===== src/rtl/program_loader_if.sv =====
// program_loader_if: byte stream, load control and ROM write bus of the program loader
interface program_loader_if #(
  parameter int LINE_W = 8,
  parameter int WORD_W = 32
);
  logic              start;
  logic [LINE_W-1:0] num_lines;
  logic              abort;
  logic [7:0]        byte_in;
  logic              byte_valid;
  logic              byte_ready;
  logic              edit;
  logic [LINE_W-1:0] line;
  logic [WORD_W-1:0] code;
  logic              send;
  logic              busy;
  logic              done;
  logic              aborted;
  modport master (
    output start, num_lines, abort, byte_in, byte_valid,
    input  byte_ready, edit, line, code, send, busy, done, aborted
  );
  modport slave (
    input  start, num_lines, abort, byte_in, byte_valid,
    output byte_ready, edit, line, code, send, busy, done, aborted
  );
endinterface


===== src/rtl/program_loader.sv =====
// program_loader: packs a byte stream into words and strobes them into the program ROM line by line
module program_loader #(
  parameter int LINE_W = 8,
  parameter int WORD_W = 32,
  parameter int SEND_W = 2
) (
  input logic clk,
  input logic rst,
  program_loader_if.slave bus
);
  localparam int NB   = WORD_W / 8;
  localparam int BI_W = $clog2(NB) + 1;
  localparam int SC_W = $clog2(SEND_W + 1);
  typedef enum logic [2:0] {IDLE, COLLECT, SETUP, STROBE, HOLD, FINISH} state_t;
  state_t            state;
  logic [LINE_W:0]   total;
  logic [BI_W-1:0]   bidx;
  logic [SC_W-1:0]   scnt;
  logic              byte_ready, edit, send, busy, done, aborted;
  logic [LINE_W-1:0] line;
  logic [WORD_W-1:0] code;
  assign bus.byte_ready = byte_ready;
  assign bus.edit       = edit;
  assign bus.line       = line;
  assign bus.code       = code;
  assign bus.send       = send;
  assign bus.busy       = busy;
  assign bus.done       = done;
  assign bus.aborted    = aborted;
  // load sequencer: collect bytes, then setup/strobe/hold each line; abort wins over everything outside IDLE
  always_ff @(posedge clk or posedge rst)
    if (rst) begin
      state      <= IDLE;
      total      <= '0;
      bidx       <= '0;
      scnt       <= '0;
      byte_ready <= 1'b0;
      edit       <= 1'b0;
      line       <= '0;
      code       <= '0;
      send       <= 1'b0;
      busy       <= 1'b0;
      done       <= 1'b0;
      aborted    <= 1'b0;
    end else begin
      done    <= 1'b0;
      aborted <= 1'b0;
      if (state != IDLE && bus.abort) begin
        state      <= IDLE;
        bidx       <= '0;
        byte_ready <= 1'b0;
        send       <= 1'b0;
        edit       <= 1'b0;
        busy       <= 1'b0;
        aborted    <= 1'b1;
      end else
        case (state)
          IDLE:
            if (bus.start) begin
              total      <= {bus.num_lines == '0, bus.num_lines};
              line       <= '0;
              code       <= '0;
              bidx       <= '0;
              edit       <= 1'b1;
              busy       <= 1'b1;
              byte_ready <= 1'b1;
              state      <= COLLECT;
            end
          COLLECT:
            if (bus.byte_valid && byte_ready) begin
              code[8*bidx +: 8] <= bus.byte_in;
              if (bidx == BI_W'(NB - 1)) begin
                byte_ready <= 1'b0;
                state      <= SETUP;
              end else
                bidx <= bidx + BI_W'(1);
            end
          SETUP: begin
            send  <= 1'b1;
            scnt  <= SC_W'(1);
            state <= STROBE;
          end
          STROBE:
            if (scnt == SC_W'(SEND_W)) begin
              send  <= 1'b0;
              state <= HOLD;
            end else
              scnt <= scnt + SC_W'(1);
          HOLD:
            if ({1'b0, line} + (LINE_W+1)'(1) == total) begin
              done  <= 1'b1;
              state <= FINISH;
            end else begin
              line       <= line + LINE_W'(1);
              bidx       <= '0;
              byte_ready <= 1'b1;
              state      <= COLLECT;
            end
          FINISH: begin
            edit  <= 1'b0;
            busy  <= 1'b0;
            state <= IDLE;
          end
          default: state <= IDLE;
        endcase
    end
endmodule

===== src/flat_wrapper.sv =====
// flat-port wrapper written by rule: the top's interface ports become plain ports
module program_loader_flat 
#(
  parameter int LINE_W = 8,
  parameter int WORD_W = 32,
  parameter int SEND_W = 2
)
  (clk, rst, bus_start, bus_num_lines, bus_abort, bus_byte_in, bus_byte_valid, bus_byte_ready, bus_edit, bus_line, bus_code, bus_send, bus_busy, bus_done, bus_aborted);
  program_loader_if #(.LINE_W(LINE_W), .WORD_W(WORD_W)) bus_i ();
  input logic clk;
  input logic rst;
  input wire logic [$bits(bus_i.start)-1:0] bus_start;
  input wire logic [$bits(bus_i.num_lines)-1:0] bus_num_lines;
  input wire logic [$bits(bus_i.abort)-1:0] bus_abort;
  input wire logic [$bits(bus_i.byte_in)-1:0] bus_byte_in;
  input wire logic [$bits(bus_i.byte_valid)-1:0] bus_byte_valid;
  output wire logic [$bits(bus_i.byte_ready)-1:0] bus_byte_ready;
  output wire logic [$bits(bus_i.edit)-1:0] bus_edit;
  output wire logic [$bits(bus_i.line)-1:0] bus_line;
  output wire logic [$bits(bus_i.code)-1:0] bus_code;
  output wire logic [$bits(bus_i.send)-1:0] bus_send;
  output wire logic [$bits(bus_i.busy)-1:0] bus_busy;
  output wire logic [$bits(bus_i.done)-1:0] bus_done;
  output wire logic [$bits(bus_i.aborted)-1:0] bus_aborted;
  assign bus_i.start = bus_start;
  assign bus_i.num_lines = bus_num_lines;
  assign bus_i.abort = bus_abort;
  assign bus_i.byte_in = bus_byte_in;
  assign bus_i.byte_valid = bus_byte_valid;
  assign bus_byte_ready = bus_i.byte_ready;
  assign bus_edit = bus_i.edit;
  assign bus_line = bus_i.line;
  assign bus_code = bus_i.code;
  assign bus_send = bus_i.send;
  assign bus_busy = bus_i.busy;
  assign bus_done = bus_i.done;
  assign bus_aborted = bus_i.aborted;
  program_loader #(.LINE_W(LINE_W), .WORD_W(WORD_W), .SEND_W(SEND_W)) u_core (.clk(clk), .rst(rst), .bus(bus_i));
endmodule

===== config.mk =====
export PLATFORM = sky130hd
export DESIGN_NAME = program_loader_flat
export DESIGN_NICKNAME = d
export VERILOG_FILES = /design/src/rtl/program_loader_if.sv /design/src/rtl/program_loader.sv /design/src/flat_wrapper.sv
export SDC_FILE = /design/constraint.sdc
export NUM_CORES = 1
export LEC_CHECK = 0
export ABC_AREA = 1
export CAP_MARGIN = 20
export CORE_UTILIZATION = 55
export DETAILED_ROUTE_END_ITERATION = 16
export PLACE_DENSITY_LB_ADDON = 0.25
export SYNTH_ARGS = -nofsm -noshare
export SYNTH_HDL_FRONTEND = slang
export SYNTH_SLANG_ARGS = --single-unit

===== constraint.sdc =====
create_clock -name clk -period 3.9 [get_ports clk]
set_clock_uncertainty 0.15 [all_clocks]
set_input_delay 0.78 -clock clk [delete_from_list [all_inputs] [get_ports clk]]
set_output_delay 0.78 -clock clk [all_outputs]
set_load 0.01 [all_outputs]

==> metrics.txt <==
hpwl dp 5.68 mm; Initial Utilization 58.2%; Startpoint Class register; CTS Hold Bufs 0; Final TNS setup 0 ns; CTS Buffer Depth 2; Syn Nets 431; Routed Antenna Nets 0; layout cells sized above 1 9.60%; Primary FF master, synth dfrtp_1; Max stage delay on crit path 0.66 ns; Slew @ Worst Pin 0.691 ns; Clk pwr share 20.2%; Fill cells 429; # DRC 0; RSZ-0062 raised after global routing false; DRT iter0 DRCs 226; hold path depth 2; Design Power 2650 uW; beginning of the critical path u_core.bidx[0]$_DFFE_PP0P_; Resized cells post-CTS 0; routed wire length 8.08 mm; Clock transition at path regs 0.07 ns; largest net degree at the start of global routing 52; top cells by area, synth dfrtp_1 (48%), nand2_1 (14%), inv_1 (5.1%); Die Wd 79.0 um; minimum clock period 2.95 ns; GR Util All Layers 28.8%; reg2reg path depth 7; initial antenna violation count 0; leakage 0.00190 uW; Crit-path slowest cell dfrtp_1; die area 0.00624 mm2; combinational share of power 43.8%; Worst R2R Start u_core.bidx[0]$_DFFE_PP0P_; largest area contributor in the netlist dfrtp_1; Synth Register Bits 62; Hold Worst Slack 0.344 ns; HP Start u_core.bus.code[22]$_DFFE_PP0P_; Seq/Total Area, Yosys 47.5%; first-pass detailed-route iteration total 5; P_int 1540 uW; status finished, final reports clean; Buffers on Ports 66; Hold Path Sink u_core.bus.code[22]$_DFFE_PP0P_; site row count 27; first-pass GRT wire length 13.7 mm; layout net count 503; GR Overflow Total 0; vias in the first global route 2949; drt wl/cell 14.7 um; EDFF count, synth 0; CP Capture Type register; # Max-Cap Violations 0; DR vias 3043; synthesized area per cell 8.12 um2; Rel. slew slack 53.8%; ys async rst share 100%; post-CTS setup buffers 0; GP Congestion 0.843; library cells used by synthesis 35; Multi-input gate area 0.00148 mm2; setup slack, reg-to-reg 0.95 ns; Sw Pwr 1100 uW; Final Setup Violations 0; cell count after synthesis 402; register area 0.00155 mm2; Slew Viols, Final 0; CTS tree built; cts bufs inserted 9; Worst VDD drop 0.000406 V; cell area after synthesis 0.00326 mm2; n_diodes 0; routed vias/inst 5.52; WS Path Type reg -> reg; CTS H-tree lvls 3; cells along the critical path clkinv_1 -> ha_1 -> ha_1 -> nand2_1 -> a211oi_4 -> nor2_1 -> a21oi_2; Sw Ratio 41.7%; Area Growth Syn to Fin 28.0%; Pwr per Cell Area 634 mW/mm2; Seq pwr share 36.0%; Die Height 79.0 um; Worst path top cell family by delay compound AO/OA/AOI/OAI gates; Reg-to-Reg End u_core.bus.code[24]$_DFFE_PP0P_; Core Footprint 0.00561 mm2; post-synth top area share 47.5%; Worst EP arrival 3.07 ns; clock sinks 62; Clk Latency, worst-skew pair 0.35 ns; crit share post-route 75.6%; Worst EP required 4.03 ns; Root Buffer clkbuf_8; Hold Violations, Final 0; CP Buf/Inv Count 1; Ys Warns 0; io pins 67; CP max FO 16; fmax 339 MHz; Crit path top cell by count ha_1; Hold Crit Class reg -> reg
[power groups by stage]
stage | Sequential [uW] | Combinational, uW | Clock [uW]
after global placement | 951 | 1090 | 0
final | 952 | 1160 | 536
after detailed placement | 952 | 1140 | 0
after global routing | 975 | 1290 | 564
after CTS | 949 | 1150 | 536
after floorplan | 969 | 740 | 0
[cell type report]
type	instances	area share, %
sequential	62	37.1
timing repair buffer	68	16.5
clock inverter	3	0.419
tap	72	2.16
inverter	48	4.34
multi-input combinational	285	35.4
clock buffer	13	4.04
[worst max-delay path by stage]
stage,to,slack (ns),cells after the start
final,u_core.bus.code[24]$_DFFE_PP0P_,0.95,7
after global routing,u_core.bus.code[26]$_DFFE_PP0P_,0.68,7
after detailed placement,u_core.bus.code[31]$_DFFE_PP0P_,1.05,7
after CTS,u_core.bus.code[31]$_DFFE_PP0P_,0.99,7
after global placement,u_core.bus.code[31]$_DFFE_PP0P_,1.15,7
after floorplan,u_core.bidx[0]$_DFFE_PP0P_,1.43,1
[cells by family (layout without fill, tap and decap cells)]
kind of cell             after synthesis  in the layout  synth area share (%)
AND/OR/NAND/NOR                      213            213                  29.8
buffers and inverters                 55            132                  7.13
multiplexers                           1              1                 0.345
adder cells (fa/ha/maj)                8              8                  3.07
flip-flops                            62             62                  47.5
AO/OA/AOI/OAI                         63             63                  12.1
[tightest hold or removal path, stage by stage, from the launching register on]
cell and delay [ns]:
dfrtp_1 0.34, nand2_1 0.05, o21ai_1 0.06
[through the flow]
stage,instances,utilization (%),area [um2],setup slack (ns)
after floorplan,402,-,3260,1.43
after global placement,534,70.8,3970,1.15
after detailed placement,534,70.8,3970,1.05
after CTS,550,74.1,4160,0.991
after global routing,551,74.5,4180,0.685
final,551,74.5,4180,0.952
[sequential cells by signal, summed over array words and instances, names as in the netlist, 2 cells and up]
name,count
u_core.total,9
u_core.state,3
u_core.bus.line,8
u_core.scnt,2
u_core.bidx,3
u_core.bus.code,32
[cell usage after synthesis (5+ instances only)]
master	n
nand2_2	5
nand4_1	13
o21ai_1	8
ha_1	8
nor3_1	6
nand3_1	23
nor2_1	29
inv_1	44
dfrtp_1	62
a21oi_1	9
nand2_1	121
o31ai_1	10
nor2_4	5
o21ai_0	25
[per-layer routing]
metal | global-route usage [%] | up-vias | part of all wire (%)
li1 | - | 1460 | -
met1 | 36.8 | 1469 | 44
met2 | 46.9 | 101 | 49
met3 | 6.90 | 13 | 5.2
met4 | 12.4 | 0 | 1.7
met5 | 0 | - | 0
[cells in the final DEF (no fill, tap or decap), drive strengths merged, types with 3 or more instances in the layout]
cell type	count
nand2	129
clkdlybuf4s50	66
dfrtp	62
inv	46
nor2	36
o21ai	36
nand3	25
nand4	13
clkbuf	13
a21oi	11
o31ai	10
ha	8
nor3	6
clkinv	4
nand3b	3
(Power assumes the default switching activity.)
